==> src/rtl/path_receiver_pkg.sv <==
// Shared types and sizes for the maze path receiver: cell layout, default depth,
// and the receiver state encoding.
package path_receiver_pkg;

   localparam int COORD_W   = 4;
   localparam int CELL_W    = 2 * COORD_W;
   localparam int DEPTH_DEF = 256;

   typedef struct packed {
      logic [COORD_W-1:0] row;
      logic [COORD_W-1:0] col;
   } cell_t;

   typedef enum logic [1:0] {
      ST_IDLE    = 2'd0,
      ST_REQ     = 2'd1,
      ST_COLLECT = 2'd2,
      ST_DRAIN   = 2'd3
   } rx_state_t;

endpackage

==> src/rtl/path_receiver_if.sv <==
// Replay stream from the path receiver to the display/UART path-output logic.
interface path_receiver_if;
   import path_receiver_pkg::*;

   logic  out_valid;
   logic  out_ready;
   cell_t out_cell;
   logic  out_last;

   modport master (output out_valid, output out_cell, output out_last, input out_ready);
   modport slave  (input out_valid, input out_cell, input out_last, output out_ready);

endinterface

==> src/rtl/path_receiver_buffer.sv <==
// Path storage: register array with synchronous write and asynchronous read.
// Contents are not reset; pointers in the receiver decide what is valid.
module path_receiver_buffer
   import path_receiver_pkg::*;
#(
   parameter int DEPTH  = DEPTH_DEF,
   parameter int ADDR_W = $clog2(DEPTH)
) (
   input  logic              clk,
   input  logic              we,
   input  logic [ADDR_W-1:0] waddr,
   input  cell_t             wdata,
   input  logic [ADDR_W-1:0] raddr,
   output cell_t             rdata
);

   cell_t mem [DEPTH];

   always_ff @(posedge clk) begin
      if (we) begin
         mem[waddr] <= wdata;
      end
   end

   assign rdata = mem[raddr];

endmodule

==> src/rtl/path_receiver.sv <==
// Consumer end of the solver path handshake: requests the path after the goal is hit,
// buffers each strobed cell, then replays the path on a valid/ready stream.
//
//   state      | meaning
//   -----------+----------------------------------------------------------
//   ST_IDLE    | waiting for the_end; counters cleared on its acceptance
//   ST_REQ     | run raised, no cell captured yet
//   ST_COLLECT | capturing cells on load until done
//   ST_DRAIN   | replaying buffered cells downstream
module path_receiver
   import path_receiver_pkg::*;
#(
   parameter int DEPTH = DEPTH_DEF,
   parameter int LEN_W = $clog2(DEPTH) + 1
) (
   input  logic                  clk,
   input  logic                  rst,
   input  logic                  the_end,
   input  logic                  load,
   input  cell_t                 path_cell,
   input  logic                  done,
   output logic                  run,
   path_receiver_if.master       out_if,
   output logic                  busy,
   output logic [LEN_W-1:0]      path_len,
   output logic                  overflow
);

   localparam int PTR_W = LEN_W - 1;

   rx_state_t        state, state_nxt;
   logic [PTR_W-1:0] wr_ptr, rd_ptr;
   logic             full, capture, collecting, beat, last;
   cell_t            rd_cell;

   assign full       = (path_len == LEN_W'(DEPTH));
   assign collecting = (state == ST_REQ) || (state == ST_COLLECT);
   assign capture    = collecting && load && !full;
   assign last       = ({1'b0, rd_ptr} == (path_len - LEN_W'(1)));
   assign beat       = (state == ST_DRAIN) && out_if.out_ready;

   path_receiver_buffer #(
      .DEPTH  (DEPTH),
      .ADDR_W (PTR_W)
   ) u_buffer (
      .clk   (clk),
      .we    (capture),
      .waddr (wr_ptr),
      .wdata (path_cell),
      .raddr (rd_ptr),
      .rdata (rd_cell)
   );

   always_ff @(posedge clk or negedge rst) begin
      if (!rst) begin
         state    <= ST_IDLE;
         wr_ptr   <= '0;
         rd_ptr   <= '0;
         path_len <= '0;
         overflow <= 1'b0;
      end else begin
         state <= state_nxt;
         if (state == ST_IDLE && the_end) begin
            wr_ptr   <= '0;
            rd_ptr   <= '0;
            path_len <= '0;
            overflow <= 1'b0;
         end
         if (capture) begin
            wr_ptr   <= wr_ptr + PTR_W'(1);
            path_len <= path_len + LEN_W'(1);
         end
         // a load against a full buffer is dropped but remembered until the next path
         if (collecting && load && full) begin
            overflow <= 1'b1;
         end
         if (state == ST_REQ && done && !load) begin
            path_len <= '0;
         end
         if (beat) begin
            rd_ptr <= rd_ptr + PTR_W'(1);
         end
      end
   end

   always_comb begin
      state_nxt        = state;
      run              = 1'b0;
      out_if.out_valid = 1'b0;
      out_if.out_cell  = '0;
      out_if.out_last  = 1'b0;
      busy             = (state != ST_IDLE);
      unique case (state)
         ST_IDLE: begin
            if (the_end) state_nxt = ST_REQ;
         end
         ST_REQ: begin
            run = 1'b1;
            if (load)      state_nxt = done ? ST_DRAIN : ST_COLLECT;
            else if (done) state_nxt = ST_IDLE;
         end
         ST_COLLECT: begin
            run = 1'b1;
            if (done) state_nxt = ST_DRAIN;
         end
         ST_DRAIN: begin
            out_if.out_valid = 1'b1;
            out_if.out_cell  = rd_cell;
            out_if.out_last  = last;
            if (beat && last) state_nxt = ST_IDLE;
         end
         default: state_nxt = ST_IDLE;
      endcase
   end

endmodule

==> src/flat_wrapper.sv <==
// flat-port wrapper written by rule: the top's interface ports become plain ports
module path_receiver_flat import path_receiver_pkg::*;
#(
   parameter int DEPTH = DEPTH_DEF,
   parameter int LEN_W = $clog2(DEPTH) + 1
)
  (clk, rst, the_end, load, path_cell, done, run, busy, path_len, overflow, out_if_out_valid, out_if_out_cell, out_if_out_last, out_if_out_ready);
  path_receiver_if out_if_i ();
  input  logic clk;
  input  logic rst;
  input  logic the_end;
  input  logic load;
  input  cell_t path_cell;
  input  logic done;
  output logic run;
  output logic busy;
  output logic [LEN_W-1:0] path_len;
  output logic overflow;
  output wire logic [$bits(out_if_i.out_valid)-1:0] out_if_out_valid;
  output wire logic [$bits(out_if_i.out_cell)-1:0] out_if_out_cell;
  output wire logic [$bits(out_if_i.out_last)-1:0] out_if_out_last;
  input wire logic [$bits(out_if_i.out_ready)-1:0] out_if_out_ready;
  assign out_if_out_valid = out_if_i.out_valid;
  assign out_if_out_cell = out_if_i.out_cell;
  assign out_if_out_last = out_if_i.out_last;
  assign out_if_i.out_ready = out_if_out_ready;
  path_receiver #(.DEPTH(DEPTH), .LEN_W(LEN_W)) u_core (.clk(clk), .rst(rst), .the_end(the_end), .load(load), .path_cell(path_cell), .done(done), .run(run), .out_if(out_if_i), .busy(busy), .path_len(path_len), .overflow(overflow));
endmodule
==> config.mk <==
export PLATFORM = sky130hd
export DESIGN_NAME = path_receiver_flat
export DESIGN_NICKNAME = d
export VERILOG_FILES = /design/src/rtl/path_receiver_pkg.sv /design/src/rtl/path_receiver_if.sv /design/src/rtl/path_receiver_buffer.sv /design/src/rtl/path_receiver.sv /design/src/flat_wrapper.sv
export SDC_FILE = /design/constraint.sdc
export NUM_CORES = 2
export LEC_CHECK = 0
export BUFFER_PORTS_ARGS = -buffer_cell sky130_fd_sc_hd__buf_2
export CORE_ASPECT_RATIO = 0.5
export CORE_MARGIN = 2
export CORE_UTILIZATION = 50
export DETAILED_ROUTE_END_ITERATION = 6
export PLACE_DENSITY = 0.73
export SYNTH_ARGS = -nofsm -noshare
export SYNTH_HDL_FRONTEND = slang
export SYNTH_SLANG_ARGS = --single-unit
==> constraint.sdc <==
create_clock -name clk -period 2.7 [get_ports clk]
set_input_delay 0.135 -clock clk [delete_from_list [all_inputs] [get_ports clk]]
set_output_delay 0.135 -clock clk [all_outputs]
set_load 0.02 [all_outputs]
* Word level (Yosys, flattened, before mapping)
Memory sizes are Yosys's and may differ from the RTL's.
Cells that the tools add are included.
W data, S select, Z words.
** Operators by class
- Reduce and logical (&&, ||, !) cells :: 19
- Muxes and demuxes :: 21
- Equal/unequal tests :: 9
- Add/subtract/negate cells :: 4
** Operator list (count)
- $mux W8 :: 4
- $mux W9 :: 3
- $add A8 B1 Y8 const B :: 2
- $mux W2 :: 5
- $add A9 B1 Y9 const B :: 1
- $eq A8 B9 Y1 :: 1
- $eq A9 B9 Y1 const B :: 1
- $sub A9 B1 Y9 const B :: 1
- $logic_and A1 B1 Y1 :: 8
- $mux W1 :: 8
- $pmux W2 S4 :: 1
- $reduce_bool A2 Y1 :: 4
- $ne A2 B2 Y1 const B :: 3
- $eq A2 B2 Y1 const B :: 2
- $reduce_and A4 Y1 :: 1
- $ne A3 B3 Y1 const B :: 1
- $reduce_bool A3 Y1 :: 1
- $eq A2 B1 Y1 const B :: 1
- $logic_not A1 Y1 :: 2
- $logic_not A2 Y1 :: 1
- $reduce_or A2 Y1 :: 1
- $logic_or A1 B1 Y1 :: 1
** Word-level totals
- Register bits after elaboration :: 28
- Memory bits (writable) :: 2048
- Bits of input ports :: 14
- Logic and storage cells :: 59
- Memories kept :: 1
- Output and inout port bits :: 22
** Memory list
- u_core.u_buffer.mem :: depth 256, width 8, read ports 1, clocked after memory_dff 0, write ports 1, RTL line path_receiver_buffer.sv:17 : cell_t mem [DEPTH];

* Logic depth before layout (Yosys ltp)
- Word-level depth :: 6
- Mapped depth :: 13

* Modules after synthesis
Synthesis repeated with hierarchy kept, for this count alone.
** Second synthesis, totals
- Cell total of the unflattened synthesis :: 3955
- Area, all modules :: 81354.3 um2
** By module, submodules not included
- path_receiver_buffer :: times used 1, cells each 3725, area each 79396.1 um2
- path_receiver :: times used 1, cells each 230, area each 1958.1 um2

* Worst setup path after synthesis
No wires, ideal clock.
- Kind :: reg-to-reg
- Start :: register u_core.path_len[0]
- End :: memory u_core.u_buffer.mem[223][0] (netlist name), enable pin
- Arrival time :: 2447 ps
- Slack :: -117 ps
- Buffers on the path :: 3
- Stages on the path, launching flop included :: 9
- Library setup time :: 370 ps
- Path through :: dfrtp_1 > clkbuf_1 > inv_1 > ha_1 > a31oi_1 > clkbuf_1 > nand4_1 > clkbuf_1 > nor2_1
** On the way
- Cells in the longest elaborated chain, start to end :: 5
** Ends and longest elaborated chain
- start, declared :: RTL line path_receiver.sv:25 : output logic [LEN_W-1:0] path_len,
- start signal, assigned :: RTL line path_receiver.sv:71 : path_len <= path_len + LEN_W'(1);
- $eq A9 B9 Y1 :: RTL line path_receiver.sv:36 : assign full = (path_len == LEN_W'(DEPTH));
- $logic_not A1 Y1 :: RTL line path_receiver.sv:38 : assign capture = collecting && load && !full;
- $logic_and A1 B1 Y1 :: RTL line path_receiver.sv:38
- $mux W1 :: RTL line path_receiver_buffer.sv:20 : if (we) begin
- $mux W1 (implied by the code) :: RTL line path_receiver_buffer.sv:21 : mem[waddr] <= wdata;
- end, declared :: RTL line path_receiver_buffer.sv:17
No other way between the ends.

* Final worst setup path
- Start :: register u_core.rd_ptr[1]
- End :: output out_if_out_cell[5]
** On the way
- Cells in the longest elaborated chain, start to end :: 2
** Ends and longest elaborated chain
- start, declared :: RTL line path_receiver.sv:32 : logic [PTR_W-1:0] wr_ptr, rd_ptr;
- start signal, assigned :: RTL line path_receiver.sv:81 : rd_ptr <= rd_ptr + PTR_W'(1);
- $mem_v2 Z256 W8
- $mux W8 :: RTL line path_receiver.sv:93 : unique case (state)
- end, declared :: RTL line flat_wrapper.sv:20 : output wire logic [$bits(out_if_i.out_cell)-1:0] out_if_out_cell;
No other way between the ends.

==> flow_summary_export.csv <==
group,metric,value,unit
grt,antenna_found_initial,5,
floorplanning,die_x,579,um
worst_setup_path,required,2.57,ns
synth,yosys.area.top_type,"edfxtp_1",
power,leakagePower,33.4,nW
synth,synth_top_area_share,74.4,%
route,ant_nets,0,
synth,yosys-top-cells-area,"edfxtp_1 (74%), mux4_2 (7.8%), mux2i_1 (3.5%), mux4_1 (2.9%), nor2_1 (1.6%)",
worst_setup_path,reg2reg_from,"u_core.state[0]",
sta,period_share,157,%
synth,ys_seq_elements,2076,
sta,holdWs,0.0440,ns
grt,grt_pass1_vias,46780,
worst_setup_path,cp_max_fo,13,
cells_and_area,final_util,61.1,%
synth,syn_avg_cell_area,19.7,um2
worst_setup_path,worst_setup_path_start_kind,"flop",
sta,final_max_slew_viol_count,0,
floorplanning,die-area,0.169,mm2
worst_setup_path,cp_num_buf_inv,3,
sta,setup_violations,9,
cts,cts.sinks,2076,
cells_and_area,layout.cells.non_filler,7442,
sta,fin_setup_tns,-11.01,ns
synth,synth_fp_nets,4212,
cts,numCtsBuffers,178,
place,portBuffers,35,
worst_setup_path,crit_path_frequent_cell,"buf_6",
sta,hold_violations,0,
sta,rsz0062_at_grt,"yes",
floorplanning,io_pins,36,
grt,grt_pass1_wl,337000,um
outcome,violations,"setup timing",
synth,synthCells,4185,
min_path,worst_hold_path_type,"in -> reg",
place,gp_congestion,0.958,
cells_and_area,area_delta_synth_final,21.3,%
route,firstDrtPassIters,6,
sta,fin_skew,0.0393,ns
synth,synth_edf_count,2048,
cts,h-tree-depth,4,
min_path,hp-start,"path_cell[3]",
floorplanning,core_region_area,0.164,mm2
power,power_density,779,mW/mm2
sta,max_slew_margin,31.2,%
route,wirelength,242000,um
cts,cts_root_buffer,"clkbuf_16",
worst_setup_path,critPathTopFamily,"simple AND/OR/NAND/NOR gates",
cts,clockBufferDepth,3,
power,p_total,78.0,mW
worst_setup_path,end_kind,"output pin",
sta,setup_slack,-1.54,ns
worst_setup_path,cp.arrival,4.10,ns
sta,tightest_slew,1.03,ns
cts,clk_latency,0.85,ns
power,ir_drop,632,uV
route,remaining_drc_errors,0,
worst_setup_path,path_cells,"or2_4 > buf_12 > o221ai_2 > nor3_2 > nor4_2 > nand4_1 > or4_4 > o21ai_2 > buf_6 > buf_6",
route,drt_iter0_drc,7903,
synth,yosysMostFrequentCell,"edfxtp_1",
synth,seq_area_frac_synth,75.3,%
cells_and_area,nets,5123,
floorplanning,rows,105,
grt,grt_max_degree,99,
place,dp.cells,6984,
cts,cts_tree,"done",
synth,synthDistinctLibCells,84,
sta,max_freq,236,MHz
worst_setup_path,crit_type,"reg -> out",
cells_and_area,nFillCells,10833,
place,placed_cell_area,0.0911,mm2
route,vias,48537,
cells_and_area,final_cell_area,0.100,mm2
grt,grt_usage,28.2,%
synth,async_flop_share,1.35,%
outcome,status,"finished, violations left",
cells_and_area,drive_above_1_share,35.0,%
floorplanning,fp.dieH,291,um
synth,synthTopCellsByCount,"edfxtp_1 (2048), nor2_1 (356), mux4_2 (287), mux2i_1 (285), nand2_1 (98)",
place,place_hpwl,155000,um
grt,grt-ovfl-total,0,
synth,ys_warn_count,0,
place,pre_cts_ws,-1.44,ns
route,vias_per_cell,6.52,
sta,fin_crit,4.24,ns
cts,clk_pin_slew,0.07,ns
synth,syn_area,0.0826,mm2
route,wire_per_inst,32.5,um
worst_setup_path,startpoint,"u_core.rd_ptr[1]",
floorplanning,start_util,50.4,%
synth,ys.flop_type,"edfxtp_1",
worst_setup_path,max_stage_delay,0.66,ns
worst_setup_path,cpMaxStageDelayCell,"or4_4",
run,drv_cap,0,
==> per-layer routing <==
| metal | vias up | track usage [%] | routed length, um |
|---|---|---|---|
| li1 | 19165 | - | - |
| met1 | 24800 | 38.7 | 86900 |
| met2 | 3930 | 41.9 | 109000 |
| met3 | 636 | 9.17 | 34800 |
| met4 | 6 | 11.3 | 11000 |
| met5 | - | 0.510 | 139 |
==> worst paths after layout <==
path	slack, ns	cells past startpoint	to
max in group asynchronous	2.14	4	u_core.rd_ptr[0]
worst max register to register	0	11	u_core.u_buffer.mem[17][7]
worst min-delay path	0.04	1	u_core.u_buffer.mem[128][3]
min in group asynchronous	0.33	4	u_core.path_len[3]
worst max-delay path	-1.54	10	out_if_out_cell[5]
worst min register to register	0.52	2	u_core.overflow
==> sequential cells by signal (all words and copies together) (netlist names), named ones only <==
register	cells
u_core.path_len	9
u_core.overflow	1
u_core.wr_ptr	8
u_core.u_buffer.mem	2048
u_core.rd_ptr	8
u_core.state	1
==> cell type report <==
| type | instances | area [um2] | area share (%) |
|---|---|---|---|
| clock buffer | 228 | 4710 | 4.70 |
| tap | 2193 | 2740 | 2.74 |
| timing repair buffer | 981 | 9370 | 9.35 |
| multi-input combinational | 1844 | 19900 | 19.9 |
| clock inverter | 102 | 1190 | 1.18 |
| antenna | 3 | 7.51 | 0.00749 |
| inverter | 15 | 57.6 | 0.0574 |
| sequential | 2076 | 62200 | 62.1 |
==> repair_timing <==
action                                  CTS  global route
hold endpoints to repair                403             0
gates cloned                             10             9
buffers inserted                         38            70
gates resized for setup                 185           253
hold buffers                             14             0
endpoints found under the setup margin  117           192
pin swaps                                31            69
==> placed cells by master, fill, tap and decap left out, types with 15 or more instances in the layout <==
cell / Yosys / routed
mux4_1: 92 / 66
buf_4: 17 / 757
o221ai_2: 1 / 15
nand3_2: 0 / 17
nand2_1: 98 / 89
edfxtp_1: 2048 / 2048
a22oi_1: 52 / 47
o21ai_0: 97 / 79
nand3_1: 70 / 50
a21oi_1: 43 / 38
nor2_2: 0 / 80
mux2i_1: 285 / 278
clkinv_2: 1 / 24
nand4_1: 23 / 23
o22ai_1: 84 / 64
buf_2: 48 / 18
dfrtp_1: 28 / 20
nor2_4: 0 / 16
nor3_1: 53 / 37
buf_12: 14 / 87
mux4_2: 287 / 313
o221ai_1: 56 / 40
bufinv_16: 0 / 20
nor2_1: 356 / 260
buf_6: 27 / 59
clkbuf_1: 85 / 44
clkbuf_16: 0 / 187
clkinv_1: 0 / 34
==> logic make-up after synthesis <==
family | count (synthesis) | synth area share (%)
DFF | 2076 | 75.3
and+or+nand+nor | 692 | 3.76
muxes | 670 | 14.3
AOI/OAI and AO/OA | 457 | 3.81
buffers and inverters | 266 | 2.56
adders and majority gates | 13 | 0.197
xor gates and xnor gates | 11 | 0.117
==> power breakdown <==
group | switching (mW) | internal, mW
logic | 9.36 | 6.98
registers | 0.0527 | 35.4
clock network | 11.9 | 14.4
total | 21.3 | 56.8
Power figures use the tool's default switching activity.
